--- config.mk ---
export PLATFORM = sky130hd
export DESIGN_NAME = alu_operand_loader
export DESIGN_NICKNAME = d
export VERILOG_FILES = /design/src/rtl/alu_operand_loader.sv
export SDC_FILE = /design/constraint.sdc
export NUM_CORES = 1
export LEC_CHECK = 0
export ABC_AREA = 1
export ABC_CLOCK_PERIOD_IN_PS = 2900
export CAP_MARGIN = 20
export CELL_PAD_IN_SITES_DETAIL_PLACEMENT = 1
export CELL_PAD_IN_SITES_GLOBAL_PLACEMENT = 2
export CORE_UTILIZATION = 37
export DETAILED_ROUTE_END_ITERATION = 6
export PLACE_DENSITY_LB_ADDON = 0.1
export SLEW_MARGIN = 20
export SYNTH_ARGS = -nofsm -noshare
export SYNTH_HDL_FRONTEND = slang
export SYNTH_SLANG_ARGS = --single-unit
--- constraint.sdc ---
create_clock -name clk -period 2.9 [get_ports clk]
set_input_delay 0.87 -clock clk [delete_from_list [all_inputs] [get_ports clk]]
set_output_delay 0.87 -clock clk [all_outputs]
set_load 0.01 [all_outputs]
--- src/rtl/alu_operand_loader.sv ---
// Operand/opcode entry front-end for the 8-bit ALU: per-button sync + debounce + edge detect, then a 4-state entry FSM.
// Optional build macro ALU_OPCODE_LIVE_EN lets a direction press in SHOW replace the opcode without re-entering operands.
module alu_operand_loader #(
    parameter int unsigned DEBOUNCE_CYCLES = 16'd50000,
    parameter int unsigned CNT_W           = 16
) (
    input  logic       clk,
    input  logic       rst_n,
    input  logic [7:0] sw,
    input  logic       btn_enter,
    input  logic       btn_up,
    input  logic       btn_down,
    input  logic       btn_right,
    input  logic       btn_left,
    output logic [7:0] operand_a,
    output logic [7:0] operand_b,
    output logic [3:0] opcode,
    output logic [1:0] stage,
    output logic       op_valid
);

    localparam int NUM_BTN   = 5;
    localparam int BTN_ENTER = 4;
    localparam logic [CNT_W-1:0] DB_LIMIT = CNT_W'(DEBOUNCE_CYCLES);

    typedef enum logic [1:0] {
        LOAD_A  = 2'd0,
        LOAD_B  = 2'd1,
        LOAD_OP = 2'd2,
        SHOW    = 2'd3
    } state_t;

    // Bit order puts each direction button on the opcode bit it selects.
    logic [NUM_BTN-1:0] btn_raw;
    assign btn_raw = {btn_enter, btn_up, btn_down, btn_right, btn_left};

    logic [NUM_BTN-1:0] sync1_q, sync1_d;
    logic [NUM_BTN-1:0] sync2_q, sync2_d;
    logic [NUM_BTN-1:0] db_q, db_d;
    logic [NUM_BTN-1:0] db_prev_q, db_prev_d;
    logic [CNT_W-1:0]   cnt_q [NUM_BTN];
    logic [CNT_W-1:0]   cnt_d [NUM_BTN];
    logic [NUM_BTN-1:0] pulse;

    state_t     state_q, state_d;
    logic [7:0] operand_a_q, operand_a_d;
    logic [7:0] operand_b_q, operand_b_d;
    logic [3:0] opcode_q, opcode_d;

    logic [3:0] dir_pulse;
    logic       enter_pulse;
    logic       dir_single;

    function automatic logic is_onehot4(input logic [3:0] v);
        return (v != 4'b0000) && ((v & (v - 4'd1)) == 4'b0000);
    endfunction

    always_comb begin
        sync1_d   = btn_raw;
        sync2_d   = sync1_q;
        db_prev_d = db_q;
        db_d      = db_q;
        for (int i = 0; i < NUM_BTN; i++) begin
            cnt_d[i] = cnt_q[i] + CNT_W'(1);
            if (sync2_q[i] == db_q[i]) begin
                cnt_d[i] = '0;
            end else if (cnt_q[i] == DB_LIMIT) begin
                db_d[i]  = sync2_q[i];
                cnt_d[i] = '0;
            end
        end
    end

    assign pulse       = db_q & ~db_prev_q;
    assign dir_pulse   = pulse[3:0];
    assign enter_pulse = pulse[BTN_ENTER];
    assign dir_single  = is_onehot4(dir_pulse);

    // Direction wins over enter in LOAD_OP; enter wins everywhere else.
    always_comb begin
        state_d     = state_q;
        operand_a_d = operand_a_q;
        operand_b_d = operand_b_q;
        opcode_d    = opcode_q;
        case (state_q)
            LOAD_A: begin
                if (enter_pulse) begin
                    operand_a_d = sw;
                    state_d     = LOAD_B;
                end
            end
            LOAD_B: begin
                if (enter_pulse) begin
                    operand_b_d = sw;
                    state_d     = LOAD_OP;
                end
            end
            LOAD_OP: begin
                if (dir_single) begin
                    opcode_d = dir_pulse;
                    state_d  = SHOW;
                end
            end
            SHOW: begin
                if (enter_pulse) begin
                    opcode_d = 4'b0000;
                    state_d  = LOAD_A;
                end
`ifdef ALU_OPCODE_LIVE_EN
                else if (dir_single) begin
                    opcode_d = dir_pulse;
                end
`endif
            end
            default: begin
                state_d = LOAD_A;
            end
        endcase
    end

    always_ff @(posedge clk) begin
        if (!rst_n) begin
            sync1_q     <= '0;
            sync2_q     <= '0;
            db_q        <= '0;
            db_prev_q   <= '0;
            for (int i = 0; i < NUM_BTN; i++) begin
                cnt_q[i] <= '0;
            end
            state_q     <= LOAD_A;
            operand_a_q <= '0;
            operand_b_q <= '0;
            opcode_q    <= '0;
        end else begin
            sync1_q     <= sync1_d;
            sync2_q     <= sync2_d;
            db_q        <= db_d;
            db_prev_q   <= db_prev_d;
            for (int i = 0; i < NUM_BTN; i++) begin
                cnt_q[i] <= cnt_d[i];
            end
            state_q     <= state_d;
            operand_a_q <= operand_a_d;
            operand_b_q <= operand_b_d;
            opcode_q    <= opcode_d;
        end
    end

    assign operand_a = operand_a_q;
    assign operand_b = operand_b_q;
    assign opcode    = opcode_q;
    assign stage     = state_q;
    assign op_valid  = (state_q == SHOW) && (opcode_q != 4'b0000);

endmodule
* Word level (Yosys, flattened, before mapping) *
Memories as Yosys holds them, arrays and structs flattened.
Cells that the tools add are included.

word-level totals
  register bits after elaboration = 42
  bits in writable memories = 80
  bits of input ports = 15
  output and inout bits = 23
  word-level logic and storage cells = 90
  memories = 1

memories
  memory  words  width  rd ports  clocked after memory_dff  wr ports  RTL line  source
  cnt_q   5      16     5         0                         5         41        logic [CNT_W-1:0] cnt_q [NUM_BTN];

cells by class
  $add $sub $neg = 6
  equality and inequality tests = 17
  multiplexer cells = 25
  bitwise operators = 13
  reduce and logical (&&, ||, !) cells = 16

operators by type and width
  cell                     count
  $mux W16                 15
  $add A16 B1 Y16 const B  5
  $eq A16 B16 Y1 const B   5
  $reduce_and A2 Y1        7
  $mux W2                  4
  $mux W4                  2
  $ne A2 B2 Y1 const B     4
  $pmux W2 S4              1
  $pmux W4 S2              1
  $reduce_bool A4 Y1       2
  $and A5 B5 Y5            1
  $eq A1 B1 Y1             5
  $not A1 Y1               5
  $not A5 Y5               1
  $or A1 B1 Y1             5
  $and A4 B4 Y4            1
  $eq A2 B2 Y1 const B     2
  $logic_not A4 Y1         1
  $reduce_and A4 Y1        1
  $sub A4 B1 Y4 const B    1
  $reduce_and A3 Y1        1
  $eq A2 B1 Y1 const B     1
  $logic_and A1 B1 Y1      2
  $logic_not A2 Y1         1
  2 further kinds          3

* Longest topological paths before layout *
  depth in word-level cells = 8
  depth in mapped cells = 10
  depth with buffers taken out = 9

* Worst setup path before layout *
No wires, ideal clock.

  kind = reg2out
  start point = register state_q[0], in the netlist stage[0]
  end point = output op_valid
  data arrival time = 0.986 ns
  data required time = 2.030 ns
  path slack = 1.044 ns
  stages on the path, launching flop included = 4
  path through = dfxtp_1 ha_1 inv_1 nor2_1

between the ends
  longest elaborated chain between the ends = 2

ends and longest elaborated chain
  element                   RTL line  source
  start: declaration        45        state_t state_q, state_d;
  start signal: assignment  142       state_q <= state_d;
  $eq A2 B2 Y1              153       assign op_valid = (state_q == SHOW) && (opcode_q != 4'b0000);
  $logic_and A1 B1 Y1       153
  end: declaration          19        output logic op_valid

No other way between the ends.

* Worst setup path in the final report *
  start point = register state_q[1], in the netlist stage[1]
  end point = output op_valid

Same word-level chain as after synthesis.

==> reports/qor.txt <==
Status: complete, no violations
H-tree lvl count: 4
Inst Count DP: 1014
Post-layout util: 45.7%
Largest area contributor in the netlist: dfxtp_1
Fin Setup TNS: 0 ps
Setup Skew: 8.19 ps
Req. time, crit path: 2030 ps
Synth cell count leaders: 143 x nand2_1, 122 x dfxtp_1, 108 x inv_1, 95 x nor2_1, 57 x nand3_1
Crit path arrival time: 1920 ps
Setup crit end kind: output port
Fin crit period: 2790 ps
CTS Hold Bufs: 0
TritonCTS clock tree: built
PwrDens: 560 mW/mm^2
Die Wd: 127 um
Layout cells sized above 1: 12.1%
Die height: 127 um
Final setup vio count: 0
Cells after Synth: 778
CTS sink cnt: 122
Core area: 0.0153 sq mm
Die Area: 0.0162 sq mm
RSZ-0062 raised after global routing: false
Fraction of registers with async set/reset: 0%
Synth Register Bits: 122
CP Launch Type: flip-flop
Max Cap Viol: 0
Global-route wire length before repair: 23.0 mm
Synth Net Count: 808
Gr ovfl total: 0
P&R area growth vs syn: 19.9%
Finished Layout Cells: 1046
FF+latch area: 0.00244 sq mm
Fillers: 1863
Post-synth EDFFs: 0
Nets@finish: 852
Post-Syn Area: 0.00581 sq mm
Detailed-placement wirelength estimate: 9.81 mm
CTS Buffer Depth: 2
Ant diodes: 0
Num rows: 45
Hold Fails Final Rpt: 0
Worst hold path class: flip-flop to flip-flop
Io pins: 38
Slew HR: 64.6%
Synth area leaders: dfxtp_1 42%, nand2_1 9.2%, inv_1 7.0%, nor2_1 6.1%, nand3_1 4.9%
WL final: 13.3 mm
Vias: 5016
First drt pass iteration count: 4
Routability cong.: 0.791
Clk slew on worst S/H paths: 60 ps
Avg Vias per Cell: 4.80
Root Buffer: clkbuf_16
Largest net degree at the start of global routing: 33
Cts bufs inserted: 17
Total track usage: 17.7%
Highest ir drop seen on vdd: 0.418 mV
Yosys cell types: 41
Post-synthesis sequential area ratio: 42.1%
Initial Util: 38.1%
Critical-path maximum fanout: 5
Met3 routed WL: 365 um
Antenna violations before repair: 0
M1 WL: 6.83 mm
Slew @ Worst Pin: 526 ps
1st-iter DRT viols: 191
Multi-input logic area: 0.00285 sq mm
DRC errors left: 0
Met2 WL: 5.92 mm
Clock latency at the later pin of the worst-skew pair: 410 ps
Slew Viols, Final: 0
Setup CP Type: flip-flop to output port
Yosys warning count: 0
Most frequent cell after synthesis: nand2_1
Post-synthesis average cell area: 7.47 sq um
Input/output buffers: 37
Final critical-path share of the clock period: 96.2%
DR top layer: met4
Max frequency: 358 MHz
Pleak: 2.39 nW
Top-area cell type share of the netlist area: 42.1%
Main synth FF type: dfxtp_1
Routed len/inst: 12.7 um
Number of global-route vias before repair: 4943
ANT nets after route: 0
## worst max-delay path, cell delays in order (launching register included)
cell             delay, ps
dfxtp_1                400
ha_2                   270
inv_1                  110
nor2_1                 150
clkdlybuf4s50_1        580
## stage by stage
step / hold WS (ps) / cell area (sq um) / setup slack (ps) / total power, W
after floorplan: 390 / 5810 / 1040 / 0.00176
final: 415 / 6970 / 110 / 0.00390
after detailed placement: 405 / 6360 / 288 / 0.00179
after global placement: 397 / 6360 / 412 / 0.00179
after CTS: 421 / 6960 / 11.5 / 0.00396
after global routing: 438 / 6970 / 2.13 / 0.00404
## area by class of cell
cell class              instances  share of cell area (%)
clock buffers                  17                    6.11
clock inverters                15                    2.53
inverters                     111                    5.98
multi-input cells             532                    40.9
flip-flops and latches        122                    35.1
well taps                     211                    3.79
repair buffers                 38                    5.60
## flip-flops by register name, summed over array words and instances (netlist names)
register / cells
sync2_q: 5
cnt_q: 80
sync1_q: 5
db_prev_d: 5
db_prev_q: 5
opcode: 4
operand_b: 8
stage: 2
operand_a: 8
## worst paths after layout
path,from,endpoint,slack [ps],cells after the start
worst max-delay path,stage[1],op_valid,110,4
worst min-delay path,sync1_q[0],sync2_q[0],420,2
worst max register to register,stage[0],stage[0],1170,6
worst min register to register,sync1_q[0],sync2_q[0],420,2
## power breakdown
part	internal, W	switching, W	leakage [nW]
Sequential	0.00169	0.00000527	0.985
Combinational	0.0000285	0.0000354	1.11
Clock	0.00135	0.000795	0.289
Total	0.00306	0.000836	2.39
## cell families after synthesis
kind of cell / share of synthesized area, %
flops: 42.1
fa+ha+maj: 3.23
xor+xnor: 3.77
buf+inv: 8.90
simple gates: 34.2
compound gates: 7.86
## per-layer routing
metal,vias up,GRT usage (%)
li1,2589,-
met1,2345,23.0
met2,66,28.6
met3,16,3.77
met4,0,7.14
met5,-,0
## cell usage in the layout, fill, tap and decap left out, types with 4 or more instances in the layout
master,netlist,final
nand2_1,143,143
dfxtp_1,122,122
inv_1,108,108
nor2_1,95,95
nand3_1,57,57
a21oi_1,52,52
clkdlybuf4s50_1,0,37
nand4_1,25,25
nor2_2,22,22
nor3_1,22,22
xor2_1,17,17
clkbuf_16,0,17
nand2_2,15,15
ha_1,15,14
o21ai_0,13,13
xnor2_1,8,8
a21oi_2,7,7
a31oi_1,5,5
nand3_2,5,5
nor3_2,4,4
nor2_4,4,4
clkinv_2,0,4
clkinv_4,0,4
## what timing repair did
| item | in CTS | in global routing |
|---|---|---|
| setup endpoints to repair | 0 | 1 |
| buffers inserted | 0 | 0 |
| gates resized for setup | 0 | 1 |
No activity file was read; power rests on OpenSTA's default activity.
